**config.mk**
```make
export PLATFORM = sky130hd
export DESIGN_NAME = serial_subtractor
export DESIGN_NICKNAME = d
export VERILOG_FILES = /design/src/rtl/serial_subtractor.sv
export SDC_FILE = /design/constraint.sdc
export NUM_CORES = 1
export LEC_CHECK = 0
export CORE_ASPECT_RATIO = 1.5
export CORE_MARGIN = 3
export CORE_UTILIZATION = 44
export DETAILED_ROUTE_END_ITERATION = 16
export HOLD_SLACK_MARGIN = 0.03
export PLACE_DENSITY = 0.79
export SYNTH_ARGS = -nofsm -noshare
export SYNTH_HDL_FRONTEND = slang
export SYNTH_SLANG_ARGS = --single-unit
```
**constraint.sdc**
```tcl
create_clock -name clk -period 2.4 [get_ports clk]
set_input_delay 0.48 -clock clk [delete_from_list [all_inputs] [get_ports clk]]
set_output_delay 0.48 -clock clk [all_outputs]
set_load 0.05 [all_outputs]
```
**src/rtl/serial_subtractor.sv**
```systemverilog
// -----------------------------------------------------------------------------
// serial_subtractor
//   Bit-serial unsigned subtractor. One accepted start latches a and b, then the
//   difference is produced one bit per clock, LSB first, through a single
//   full-subtractor cell. A one-cycle done pulse marks the completed result.
//
// Ports
//   clk        : rising-edge clock
//   rst_n      : synchronous active-low reset
//   start      : begin one subtraction (honoured only while idle)
//   a, b       : minuend / subtrahend, sampled on the accepting edge only
//   busy       : high while bits are being processed
//   done       : one-cycle pulse, result valid
//   diff       : a - b modulo 2^WIDTH
//   borrow_out : final borrow (unsigned a < b)
//   ovf        : two's-complement overflow of a - b
// -----------------------------------------------------------------------------
module serial_subtractor #(
   parameter int WIDTH = 8
) (
   input  logic             clk,
   input  logic             rst_n,
   input  logic             start,
   input  logic [WIDTH-1:0] a,
   input  logic [WIDTH-1:0] b,
   output logic             busy,
   output logic             done,
   output logic [WIDTH-1:0] diff,
   output logic             borrow_out,
   output logic             ovf
);

   // Counter only ever needs to reach WIDTH-1.
   localparam int CNT_W = ($clog2(WIDTH) > 0) ? $clog2(WIDTH) : 1;
   localparam logic [CNT_W-1:0] LAST_BIT = CNT_W'(WIDTH - 1);

   typedef enum logic [1:0] {
      IDLE = 2'd0,
      RUN  = 2'd1,
      DONE = 2'd2
   } state_t;

   state_t           state_q, state_d;
   logic [CNT_W-1:0] cnt_q, cnt_d;
   logic [WIDTH-1:0] a_q, a_d;
   logic [WIDTH-1:0] b_q, b_d;
   logic [WIDTH-1:0] diff_q, diff_d;
   logic             bin_q, bin_d;
   logic             borrow_q, borrow_d;
   logic             ovf_q, ovf_d;

   logic             a_bit;
   logic             b_bit;
   logic             d_bit;
   logic             nb_bit;

   // Full-subtractor cell on the bit currently selected by the counter.
   always_comb begin
      a_bit  = a_q[cnt_q];
      b_bit  = b_q[cnt_q];
      d_bit  = a_bit ^ b_bit ^ bin_q;
      nb_bit = (~a_bit & b_bit) | (~(a_bit ^ b_bit) & bin_q);
   end

   always_comb begin
      state_d  = state_q;
      cnt_d    = cnt_q;
      a_d      = a_q;
      b_d      = b_q;
      diff_d   = diff_q;
      bin_d    = bin_q;
      borrow_d = borrow_q;
      ovf_d    = ovf_q;

      unique case (state_q)
         IDLE: begin
            if (start) begin
               a_d     = a;
               b_d     = b;
               bin_d   = 1'b0;
               cnt_d   = '0;
               state_d = RUN;
            end
         end
         RUN: begin
            diff_d[cnt_q] = d_bit;
            bin_d         = nb_bit;
            if (cnt_q == LAST_BIT) begin
               // Sign bit just produced: overflow only when operand signs
               // differ and the result sign disagrees with the minuend.
               borrow_d = nb_bit;
               ovf_d    = (a_q[WIDTH-1] != b_q[WIDTH-1]) && (d_bit != a_q[WIDTH-1]);
               state_d  = DONE;
            end else begin
               cnt_d = cnt_q + CNT_W'(1);
            end
         end
         DONE: begin
            state_d = IDLE;
         end
         default: begin
            state_d = IDLE;
         end
      endcase
   end

   always_ff @(posedge clk) begin
      if (!rst_n) begin
         state_q  <= IDLE;
         cnt_q    <= '0;
         a_q      <= '0;
         b_q      <= '0;
         diff_q   <= '0;
         bin_q    <= 1'b0;
         borrow_q <= 1'b0;
         ovf_q    <= 1'b0;
      end else begin
         state_q  <= state_d;
         cnt_q    <= cnt_d;
         a_q      <= a_d;
         b_q      <= b_d;
         diff_q   <= diff_d;
         bin_q    <= bin_d;
         borrow_q <= borrow_d;
         ovf_q    <= ovf_d;
      end
   end

   assign busy       = (state_q == RUN);
   assign done       = (state_q == DONE);
   assign diff       = diff_q;
   assign borrow_out = borrow_q;
   assign ovf        = ovf_q;

endmodule

```
Word-level counts from Yosys, hierarchy flattened
Cells that the tools add are included. W data, S select, Z words.

Flip-flop bits (word level): 32. Bits of input ports: 19. Output and inout port bits: 12. Memory bits (writable): 0. Bits in read-only memories: 0. Word-level logic and storage cells: 50. Latch bits: 0. Memories: 0.

Reduce and logical (&&, ||, !) cells: 9. $add $sub $neg: 1. Mux-type cells: 15. Magnitude comparators: 2. Equal/unequal tests: 8. Divide/modulo/power cells: 0. Bitwise gates (word level): 7. Shift-type cells: 0. Multiply operators: 0.

Operators by type and width (count): $bwmux W8 (1); $reduce_and A2 Y1 (4); $bmux W1 S3 (2); $mux W3 (2); $pmux W3 S2 (1); $lt A3 B4 Y1 const B (1); $mux W1 (4); $mux W2 (2); $ne A2 B2 Y1 const B (2); $pmux W2 S2 (1); $add A3 B1 Y3 const B (1); $demux W1 S3 (1); $eq A3 B3 Y1 const B (1); $ge A3 B1 Y1 const B (1); $reduce_and A3 Y1 (1); $and A1 B1 Y1 (2); $eq A2 B1 Y1 const B (1); $eq A2 B2 Y1 const B (1); $logic_and A1 B1 Y1 (2); $logic_not A2 Y1 (1); $ne A1 B1 Y1 (2); $ne A2 B1 Y1 const B (1); $not A1 Y1 (2); $pmux W1 S2 (1); other kinds (3) (4).

Logic depth before layout (Yosys ltp)
Depth in word-level cells: 7. Depth in mapped cells: 7. Mapped depth without buffers: 6.

Worst setup path after synthesis
No wires, ideal clock.

Path kind: register to register. Start point: register cnt_q[0]. End point: register ovf_q, in the netlist ovf. Setup time: 121 ps. Clock period less this slack: 2220 ps. Cell stages (with the launch flop): 8. Setup slack: 180 ps. Buffers on the path: 1. Data required time: 2279 ps. Arrival time: 2098 ps. Path through: dfxtp_1 buf_6 mux4_2 mux2_4 fa_1 and3b_1 a21oi_1 a21oi_1.

Longest elaborated chain between the ends: 6. Elaborated cells between the ends (all ways): 10. Classes of those cells: eq/ne: 2; mux: 4; bitwise: 2; reduce/logical: 2.

RTL lines: start, declared (RTL line 44) `logic [CNT_W-1:0] cnt_q, cnt_d;`; start signal, assigned (RTL line 119) `cnt_q <= cnt_d;`; $bmux W1 S3 (on tied branches) (RTL line 59, 60); $mux W1 (on tied branches) (RTL line 59, 60); $xor A1 B1 Y1 * (2 in a row) (RTL line 61) `d_bit = a_bit ^ b_bit ^ bin_q;`; named net d_bit (RTL line 54) `logic d_bit;`; $ne A1 B1 Y1 * (RTL line 92) `ovf_d = (a_q[WIDTH-1] != b_q[WIDTH-1]) && (d_bit != a_q[WIDTH-1]);`; $logic_and A1 B1 Y1 * (RTL line 92); end signal, assigned (RTL line 125) `ovf_q <= ovf_d;`; end, declared (RTL line 50) `logic ovf_q, ovf_d;`.

Mark *: on every way through the listed nets, which the timed path passes. The rest lies on a longest branch. The select of a mux whose other input is x is not followed. A chain may end at the register's enable or synchronous reset.

Worst setup path after layout
Ends and elaborated chain as after synthesis.

==> summary.md <==
| Metric | Value |
|---|---|
| HPWL Detailed | `2.25 mm` |
| YS warnings | `0` |
| Netlist Area Pre-Place | `1430 sq um` |
| Postcts setup bufs | `0` |
| Initial antenna violation count | `0` |
| Clk_skew | `0.00546 ns` |
| VDD IR max | `0.413 mV` |
| Max Transition Viols Final | `0` |
| Final nets | `209` |
| Reg2reg end | `ovf$_SDFFE_PN0P_` |
| # rows | `24` |
| Vias in the first global route | `1,192` |
| Instance count of the mapped netlist | `156` |
| DP Area | `1750 sq um` |
| Num CTS Buffers | `5` |
| LEAKAGE | `0.742 nW` |
| Layout cell share with drive strength beyond 1 | `9.57%` |
| CTS tree | `built` |
| Worst Path Arrival | `2.45 ns` |
| Yosys reg bits | `32` |
| Fill count | `256` |
| Crit share post-route | `94.9%` |
| Die area | `3980 sq um` |
| Synthesis-to-layout area growth | `29.0%` |
| Synth Area per Inst | `9.16 sq um` |
| Hold endpoint | `a_q[2]$_SDFFE_PN0P_` |
| Pin count of the biggest net entering global routing | `21` |
| RSZ-0062 raised after global routing | `false` |
| Number of max-cap violations | `0` |
| GRT Overall Usage | `17.7%` |
| CTS max path bufs | `2` |
| # diodes | `0` |
| Crit Path Category | `reg -> reg` |
| Distinct cells, synth | `30` |
| Drt first pass iters | `4` |
| Io pins | `31` |
| Total congestion overflow | `0` |
| Initial cell density of the core | `47.6%` |
| Fmax | `439 MHz` |
| CTS H-tree lvls | `2` |
| Setup_tns | `0 ns` |
| Sequential Power Share | `49.8%` |
| Clk pwr share | `36.3%` |
| Worst-margin pin slew | `0.624 ns` |
| Design area | `1840 sq um` |
| Highest net fanout along the worst path | `5` |
| Clock latency on the worst-skew pair | `0.28 ns` |
| Switching Power | `0.280 mW` |
| Comb pwr share | `13.9%` |
| CP endpoint kind | `flip-flop` |
| Clk root buf | `clkbuf_8` |
| Drt total wl | `2.97 mm` |
| Register area share after synthesis | `44.8%` |
| Final ANT Viol Nets | `0` |
| Global-route wire length before repair | `5.10 mm` |
| CTS Hold Buffers Added | `0` |
| Drt wl/cell | `13.1 um` |
| Hold/Removal Path Class | `reg -> reg` |
| Final min period | `2.28 ns` |
| Fin. Hold Viols | `0` |
| Status | `completed` |
| Mapped Nets | `178` |
| Final GP Congestion | `0.797` |
| Critical hold path startpoint | `a_q[2]$_SDFFE_PN0P_` |
| # DRC | `0` |
| Vias/cell | `5.23` |
| Reg-to-Reg Start | `cnt_q[0]$_SDFFE_PN0P_` |
| Clock Sink Count | `32` |
| Reg2reg path depth | `7` |
| Port bufs | `30` |
| Final setup viols | `0` |
| CP required | `2.57 ns` |
| Die Wd | `52.5 um` |
| Flop-to-flop setup slack | `0.12 ns` |
| # resized after CTS | `0` |
| Rel. slew slack | `58.4%` |
| Hold Crit Depth | `2` |
| Int Pwr | `0.866 mW` |
| Vias | `1,187` |
| Net Sw Frac | `24.4%` |
| Core Area | `3000 sq um` |
| Startpoint Class | `flip-flop` |
| Cell Pwr Density | `622 nW/um^2` |
| Clk slew on worst S/H paths | `0.06 ns` |
| DR iter-0 viols | `26` |
| Die H | `75.8 um` |
[sequential cells by signal (all words and copies together) (netlist names)]
register,count
cnt_q,3
a_q,8
diff,8
state_q,2
ovf,1
b_q,8
borrow_out,1
bin_q,1
[through the flow]
stage          hold WS [ns]  total power, mW  cells  util, %  setup slack, ns
2_1_floorplan         0.432            0.684    156        -            0.180
3_3_place_gp          0.440            0.734    219     58.2            0.145
3_5_place_dp          0.453            0.740    219     58.2           0.0537
4_1_cts               0.461             1.16    227     61.2           0.0317
5_1_grt               0.481             1.19    227     61.4           0.0161
6_report              0.457             1.15    227     61.4            0.121
[cell type report]
type | instances | area (sq um) | share of cell area (%)
tap | 39 | 48.8 | 2.65
clock buffer | 8 | 90.1 | 4.89
multi-input combinational | 110 | 712 | 38.6
timing repair buffer | 36 | 343 | 18.6
inverter | 2 | 7.51 | 0.407
sequential | 32 | 642 | 34.8
[power groups by stage]
stage | registers, mW | logic (mW) | clock network [mW]
2_1_floorplan | 0.581 | 0.102 | 0
6_report | 0.571 | 0.160 | 0.416
3_5_place_dp | 0.582 | 0.158 | 0
4_1_cts | 0.571 | 0.159 | 0.428
5_1_grt | 0.574 | 0.176 | 0.442
3_3_place_gp | 0.581 | 0.153 | 0
[cell usage after synthesis]
master     instances  area share, %
nor2b_1            2           0.88
or3b_1             2            1.2
nand3b_1           2            1.1
buf_6              2            1.6
nor3b_2            1           0.88
nor3b_1            1           0.53
a211oi_1           1           0.53
nand2_1           47             12
o21ai_0            1           0.35
o31ai_1            1           0.53
buf_4              3            1.6
nand4b_1           2            1.2
mux4_1             3            5.5
nor2_1             4            1.1
nand3_1            2           0.70
a2111oi_0          1           0.61
clkbuf_1           6            1.6
buf_2              1           0.35
and3b_1            2            1.2
dfxtp_1           32             45
nand4_1            2           0.88
ha_1               2            1.8
mux2i_1            9            6.3
fa_1               1            1.4
a21oi_1           19            6.7
and2_1             1           0.44
inv_1              2           0.53
o22ai_1            2           0.88
mux4_2             1            1.6
mux2_4             1            1.1
[worst max-delay path by stage]
stage,endpoint,cells past startpoint,startpoint,slack [ns]
3_3_place_gp,ovf$_SDFFE_PN0P_,6,cnt_q[0]$_SDFFE_PN0P_,0.15
3_5_place_dp,ovf$_SDFFE_PN0P_,7,cnt_q[0]$_SDFFE_PN0P_,0.05
6_report,ovf$_SDFFE_PN0P_,7,cnt_q[0]$_SDFFE_PN0P_,0.12
2_1_floorplan,ovf$_SDFFE_PN0P_,7,cnt_q[0]$_SDFFE_PN0P_,0.18
5_1_grt,diff[5]$_SDFFE_PN0P_,5,cnt_q[0]$_SDFFE_PN0P_,0.02
4_1_cts,ovf$_SDFFE_PN0P_,7,cnt_q[0]$_SDFFE_PN0P_,0.03
[layout by cell type, fill, tap and decap left out]
master and instances:
mux4_1 3, mux2_4 1, ha_1 2, dfxtp_2 1, mux4_2 1, a211oi_1 1
clkbuf_8 6, and2_1 1, dfxtp_1 31, nand2_1 47, nand3b_1 2, or3b_1 2
nand3_1 2, fa_1 1, nand4b_1 2, mux2i_2 1, nor2_1 4, clkdlybuf4s50_1 29
o22ai_1 2, and3b_1 2, nor3b_1 1, o21ai_0 1, a21oi_1 19, a2111oi_0 1
clkbuf_1 2, buf_4 7, nand4_1 2, nor2b_1 2, mux2i_1 8, inv_1 2
o31ai_1 1, nor3b_2 1
[layer usage]
metal	wire length, um	vias to the layer above	track usage (%)
li1	-	594	-
met2	1670	28	33.4
met3	139	6	5.28
met4	67	0	8.52
met5	0	-	0
met1	1100	559	17.0
[cells by family after synthesis]
group / count (synthesis) / share of synthesized area [%]
simple gates: 68 / 22.4
fa+ha+maj: 3 / 3.15
buf+inv: 14 / 5.60
mux: 14 / 14.4
compound gates: 25 / 9.54
flops: 32 / 44.8
[critical path, stage by stage (launching register included)]
cell     delay, ns
dfxtp_2       0.38
buf_4         0.14
mux4_1        0.56
mux2i_2       0.18
fa_1          0.48
and3b_1       0.20
a21oi_1       0.13
a21oi_1       0.08
Note: power is estimated with default switching activity, not from simulation.
